`src/rtl/rob_commit_pkg.sv`:
```
//------------------------------------------------------------------------------
// rob_commit_pkg : shared sizes and entry layout for the reorder buffer
// Rev 1.0
//------------------------------------------------------------------------------
`timescale 1ns/1ps
`default_nettype none

package rob_commit_pkg;

  localparam int ROB_DEPTH      = 8;
  localparam int ROB_ID_WIDTH   = 3;
  localparam int GPR_ADDR_WIDTH = 5;
  localparam int WORD_WIDTH     = 32;

  typedef struct packed {
    logic                      valid;
    logic                      done;
    logic                      dst_en;
    logic [GPR_ADDR_WIDTH-1:0] dst_addr;
    logic [WORD_WIDTH-1:0]     value;
  } rob_entry_t;

endpackage

`default_nettype wire

```
`src/rtl/rob_lookup_port.sv`:
```
//------------------------------------------------------------------------------
// rob_lookup_port : source-operand lookup with same-cycle writeback bypass
// Rev 1.0
//------------------------------------------------------------------------------
`timescale 1ns/1ps
`default_nettype none

module rob_lookup_port
  import rob_commit_pkg::*;
(
  input  logic                    i_entry_valid,
  input  logic                    i_entry_done,
  input  logic [WORD_WIDTH-1:0]   i_entry_value,
  input  logic [ROB_ID_WIDTH-1:0] i_rob_id,
  input  logic                    i_wb_valid,
  input  logic [ROB_ID_WIDTH-1:0] i_wb_rob_id,
  input  logic [WORD_WIDTH-1:0]   i_wb_value,
  output logic                    o_ready,
  output logic [WORD_WIDTH-1:0]   o_value
);

  logic w_wb_hit;

  // A writeback only counts as a hit on a live entry, matching the write path.
  assign w_wb_hit = i_wb_valid && (i_wb_rob_id == i_rob_id) && i_entry_valid;
  assign o_ready  = w_wb_hit || (i_entry_valid && i_entry_done);
  assign o_value  = w_wb_hit ? i_wb_value : i_entry_value;

endmodule

`default_nettype wire

```
`src/rtl/rob_commit.sv`:
```
//------------------------------------------------------------------------------
// rob_commit : in-order reorder buffer driving the GPR commit write port
// Rev 1.0
//------------------------------------------------------------------------------
`timescale 1ns/1ps
`default_nettype none

module rob_commit
  import rob_commit_pkg::*;
(
  input  logic                      clk,
  input  logic                      rst_n,
  input  logic                      alloc_valid,
  input  logic                      alloc_dst_en,
  input  logic [GPR_ADDR_WIDTH-1:0] alloc_dst_addr,
  output logic                      alloc_ready,
  output logic [ROB_ID_WIDTH-1:0]   alloc_rob_id,
  input  logic                      wb_valid,
  input  logic [ROB_ID_WIDTH-1:0]   wb_rob_id,
  input  logic [WORD_WIDTH-1:0]     wb_value,
  input  logic [ROB_ID_WIDTH-1:0]   rs1_rob_id,
  input  logic [ROB_ID_WIDTH-1:0]   rs2_rob_id,
  output logic                      rs1_rob_ready,
  output logic                      rs2_rob_ready,
  output logic [WORD_WIDTH-1:0]     rs1_rob_value,
  output logic [WORD_WIDTH-1:0]     rs2_rob_value,
  input  logic                      flush_en,
  output logic                      retire_valid,
  output logic [ROB_ID_WIDTH-1:0]   retire_rob_id,
  output logic                      commit_en,
  output logic [GPR_ADDR_WIDTH-1:0] rob_commit_dst_addr,
  output logic [WORD_WIDTH-1:0]     rob_commit_dst_value
);

  localparam logic [ROB_ID_WIDTH:0] c_FULL_COUNT = (ROB_ID_WIDTH+1)'(ROB_DEPTH);

  rob_entry_t                r_rob [ROB_DEPTH];
  logic [ROB_ID_WIDTH-1:0]   r_head;
  logic [ROB_ID_WIDTH-1:0]   r_tail;
  logic [ROB_ID_WIDTH:0]     r_count;

  rob_entry_t                w_head_entry;
  logic                      w_alloc_ready;
  logic                      w_alloc_fire;
  logic                      w_retire;
  logic                      w_commit;
  logic [ROB_ID_WIDTH-1:0]   w_rs_id    [2];
  logic                      w_rs_ready [2];
  logic [WORD_WIDTH-1:0]     w_rs_value [2];

  assign w_head_entry  = r_rob[r_head];
  assign w_alloc_ready = (r_count != c_FULL_COUNT);
  assign w_alloc_fire  = alloc_valid && w_alloc_ready && !flush_en;
  assign w_retire      = w_head_entry.valid && w_head_entry.done && !flush_en;
  assign w_commit      = w_retire && w_head_entry.dst_en && (w_head_entry.dst_addr != '0);

  assign alloc_ready          = w_alloc_ready;
  assign alloc_rob_id         = r_tail;
  assign retire_valid         = w_retire;
  assign retire_rob_id        = w_retire ? r_head : '0;
  assign commit_en            = w_commit;
  assign rob_commit_dst_addr  = w_commit ? w_head_entry.dst_addr : '0;
  assign rob_commit_dst_value = w_commit ? w_head_entry.value    : '0;

  // Head and tail never alias on a live retire/alloc pair (empty or full),
  // so the per-entry updates below never collide.
  always_ff @(posedge clk or negedge rst_n) begin
    if (!rst_n) begin
      r_head  <= '0;
      r_tail  <= '0;
      r_count <= '0;
      for (int i = 0; i < ROB_DEPTH; i++) begin
        r_rob[i] <= '0;
      end
    end else if (flush_en) begin
      r_head  <= '0;
      r_tail  <= '0;
      r_count <= '0;
      for (int i = 0; i < ROB_DEPTH; i++) begin
        r_rob[i].valid <= 1'b0;
        r_rob[i].done  <= 1'b0;
      end
    end else begin
      if (wb_valid && r_rob[wb_rob_id].valid) begin
        r_rob[wb_rob_id].done  <= 1'b1;
        r_rob[wb_rob_id].value <= wb_value;
      end
      if (w_retire) begin
        r_rob[r_head].valid <= 1'b0;
        r_rob[r_head].done  <= 1'b0;
        r_head              <= r_head + 1'b1;
      end
      if (w_alloc_fire) begin
        r_rob[r_tail].valid    <= 1'b1;
        r_rob[r_tail].done     <= 1'b0;
        r_rob[r_tail].dst_en   <= alloc_dst_en;
        r_rob[r_tail].dst_addr <= alloc_dst_addr;
        r_tail                 <= r_tail + 1'b1;
      end
      case ({w_alloc_fire, w_retire})
        2'b10:   r_count <= r_count + 1'b1;
        2'b01:   r_count <= r_count - 1'b1;
        default: r_count <= r_count;
      endcase
    end
  end

  assign w_rs_id[0]    = rs1_rob_id;
  assign w_rs_id[1]    = rs2_rob_id;
  assign rs1_rob_ready = w_rs_ready[0];
  assign rs2_rob_ready = w_rs_ready[1];
  assign rs1_rob_value = w_rs_value[0];
  assign rs2_rob_value = w_rs_value[1];

  for (genvar g = 0; g < 2; g++) begin : g_lookup
    rob_lookup_port u_port (
      .i_entry_valid (r_rob[w_rs_id[g]].valid),
      .i_entry_done  (r_rob[w_rs_id[g]].done),
      .i_entry_value (r_rob[w_rs_id[g]].value),
      .i_rob_id      (w_rs_id[g]),
      .i_wb_valid    (wb_valid),
      .i_wb_rob_id   (wb_rob_id),
      .i_wb_value    (wb_value),
      .o_ready       (w_rs_ready[g]),
      .o_value       (w_rs_value[g])
    );
  end

endmodule

`default_nettype wire

```
`config.mk`:
```
export PLATFORM = sky130hd
export DESIGN_NAME = rob_commit
export DESIGN_NICKNAME = d
export VERILOG_FILES = /design/src/rtl/rob_commit_pkg.sv /design/src/rtl/rob_lookup_port.sv /design/src/rtl/rob_commit.sv
export SDC_FILE = /design/constraint.sdc
export NUM_CORES = 1
export LEC_CHECK = 0
export CAP_MARGIN = 10
export CORE_ASPECT_RATIO = 1.25
export CORE_MARGIN = 10
export CORE_UTILIZATION = 59
export DETAILED_ROUTE_END_ITERATION = 6
export PLACE_DENSITY = 0.86
export SYNTH_ARGS = -nofsm -noshare
export SYNTH_HDL_FRONTEND = slang
export SYNTH_SLANG_ARGS = --single-unit
```
`constraint.sdc`:
```
create_clock -name clk -period 5.01 [get_ports clk]
set_input_delay 1.503 -clock clk [delete_from_list [all_inputs] [get_ports clk]]
set_output_delay 1.503 -clock clk [all_outputs]
set_load 0.05 [all_outputs]
```
==> metrics.txt <==
min cycle time layout 5010 ps; worst hold path type flop to flop; achievable frequency ~0.2 GHz; routability-driven placement congestion ratio 0.893; outcome complete, no violations; Cell variety after synth slightly above 50; endpoint with the worst hold slack r_rob[155]; cell-internal power 4760 uW; Post-synth top flop sky130_fd_sc_hd__dfrtp_1; part of the total power dissipated in combinational logic 0.136; wire length of the first global-routing pass slightly above 90000 um; root buffer cell sky130_fd_sc_hd__clkbuf_16; r2r worst-path depth 10; post-route fraction of the period consumed by the critical path 1.00; clock slew at reported path FFs roughly 60 ps; post-DR vias/cell 7.14; terminus of the critical flop-to-flop path r_count[3]; number of pins with negative max-slew slack in the final report 0; number of antenna violations at the first check in global routing 1; cell leakage power 0.0107 uW; Cell Rows 75; crit path from rs2_rob_id[0]; vias post-DR 14882; cell area after technology mapping about 20000 um^2; Layout Skew 16.4 ps; post-synthesis net count ~1600; post-route antenna net violation count 0; number of hold-slack violations in the final timing report 0; Setup Viol. Count Final 0; hold slack final about 480 ps; largest buffer count on any clock path 3; type of the setup path with the least slack input pin to output pin; core area 33700 um^2; detail-routed net length per standard cell 28.1 um; Die Outline Area 42000 um^2; total CTS buffers 35; DRC 0; power per unit of standard cell area approximately 260 nW/um^2; Net Sw Frac 0.254; r2r setup slk 1800 ps; worst slew margin relative to its limit 0.294; slew at the pin closest to its max-slew limit 1060 ps; Synth Area per Inst 13.2 um^2; largest net degree at the start of global routing ~140; final cell count without fillers 2084; Setup crit start kind input pin; DIE WIDTH 185 um; IR Drop Worst-Case VDD 253 uV; NumNets Final roughly 1700; Die Y-Extent 227 um; start point of the worst hold path r_rob[155]; sum of overflow across all layers after global routing 0; count of pins on the block boundary 164; Synth async-reset ratio 1.00; violation count after the first detailed-route iteration 1690; Post-Place Cells about 2000; post-synth top area share 0.409; worst-path fanout max 29; Final Core Density 0.730; required time worst endpoint 3510 ps; detailed-placement wirelength estimate around 37000 um; capturing element type of the critical path output pin; Net Sw Power 1620 uW; part of the power in registers 0.456; H-tree lvl count 2; clock latency on the worst-skew pair 520 ps; setup slack after placement 8.28 ps; Max Cap Violations 0; biggest area contributors in the synthesized netlist sky130_fd_sc_hd__dfrtp_1 (41%), sky130_fd_sc_hd__mux4_2 (23%), sky130_fd_sc_hd__mux2_2 (16%); via count of the first global-routing pass between 15000 and 20000; Syn. warnings 0; RSZ-0062 raised after global routing yes; CTS tree yes; setup slack of the critical path after layout 0.921 ps; buffers added on ports 163; total global routing track utilization 0.279; post-synth top area cell sky130_fd_sc_hd__dfrtp_1; Num Clock Sinks 330; wirelength, routed 58600 um; data arrival time at the worst-slack endpoint approximately 3500 ps; sequential element share of the synthesized area 0.409; clock share of power 0.408; number of post-CTS setup repair buffers 0; Min-Delay Path Depth 2; relative area change from synthesis to final layout 21.9%; count of flip-flops with a built-in enable after synthesis 0; share of post-route cells with drive strength above 1 0.461; count of TritonRoute iterations in the first routing pass 5; reg-to-reg critical path startpoint r_head[0]; effective utilization at floorplan 0.599; number of storage elements in the synthesis netlist 330; instance count of the mapped netlist 1529
-- power groups by stage --
stage	logic (uW)	registers, uW	clock network (uW)
finish	867	2910	2600
global route	919	2920	2720
CTS	868	2900	2600
detailed placement	859	2950	0
global placement	835	2930	0
floorplan	533	2920	0
-- how the worst max path moves through the flow --
stage,cells past startpoint,end,slack [ps]
floorplan,6,rs1_rob_value[0],-360
global placement,7,rob_commit_dst_value[1],30
detailed placement,7,rs2_rob_value[30],8
CTS,7,rob_commit_dst_value[1],20
global route,6,rs1_rob_value[30],-20
finish,7,rs2_rob_value[24],0.9
-- layout make-up --
| type | count | area (um^2) |
|---|---|---|
| clock inverter | 6 | 82.6 |
| sequential | 330 | 8260 |
| inverter | 7 | 26.3 |
| fill | 1913 | 9100 |
| antenna | 1 | 2.50 |
| timing repair buffer | 222 | 3360 |
| tap | 423 | 529 |
| multi-input combinational | 1041 | 11300 |
| clock buffer | 54 | 1050 |
-- metal layers --
layer,up-vias,GRT usage,wire length [um]
met5,-,0,0
met4,0,0.164,3050
met3,217,0.0553,5170
met2,981,0.472,30200
met1,7670,0.323,20200
li1,6014,-,-
-- state kept, by name (all words and copies together), names as in the netlist --
signal / flops
r_rob: 320
r_count: 4
r_head: 3
alloc_rob_id: 3
-- synthesized netlist by cell type (all sizes together) (11+ instances only) --
master / count
buf: 60
mux2: 290
nor2: 95
o2bb2ai: 11
clkbuf: 91
nand2: 135
o21ai: 70
a21oi: 12
nor3: 38
dfrtp: 330
mux4: 204
mux2i: 91
-- kinds of logic after synthesis --
kind of cell / synth area share
AO/OA/AOI/OAI: 0.0381
adder cells (fa/ha/maj): 0.00248
flip-flops: 0.409
multiplexers: 0.435
buffers and inverters: 0.0339
AND/OR/NAND/NOR: 0.0760
XOR/XNOR: 0.00558
-- metrics by stage --
stage / TNS, ps / total power (uW) / area (um^2)
final: 0 / 6380 / 24600
after global routing: -20.5 / 6560 / 24600
after CTS: 0 / 6380 / 24600
after detailed placement: 0 / 3810 / 23400
after global placement: 0 / 3760 / 23400
after floorplan: -20790 / 3450 / 20200
-- what timing repair did --
action	in CTS	in global routing
endpoints found under the hold margin	0	0
resized for setup	5	9
pin swaps	0	2
hold buffers	0	0
setup endpoints to repair	5	13
-- worst max-delay path, cell delays in order --
cell                      delay [ps]
sky130_fd_sc_hd__buf_4           140
sky130_fd_sc_hd__mux4_2          520
sky130_fd_sc_hd__mux2i_1         330
sky130_fd_sc_hd__nor2_4           60
sky130_fd_sc_hd__buf_12          180
sky130_fd_sc_hd__o21ai_0         540
sky130_fd_sc_hd__buf_12          220
-- layout by cell type (no fill, tap or decap), drive strengths merged, types with 5 or more instances in the layout --
cell / netlist / routed
o2bb2ai: 11 / 11
xnor2: 10 / 10
nor2b: 10 / 10
nand4: 5 / 5
nand2b: 6 / 6
buf: 60 / 174
nor4: 7 / 7
mux4: 204 / 204
nor2: 95 / 95
clkbuf: 91 / 54
inv: 7 / 7
o21ai: 70 / 70
nand3: 7 / 7
mux2i: 91 / 91
clkdlybuf4s50: 0 / 46
nor3: 38 / 38
mux2: 290 / 290
nand2: 135 / 135
a21oi: 12 / 12
dfrtp: 330 / 330
a2111oi: 5 / 5
(Power assumes the default switching activity.)
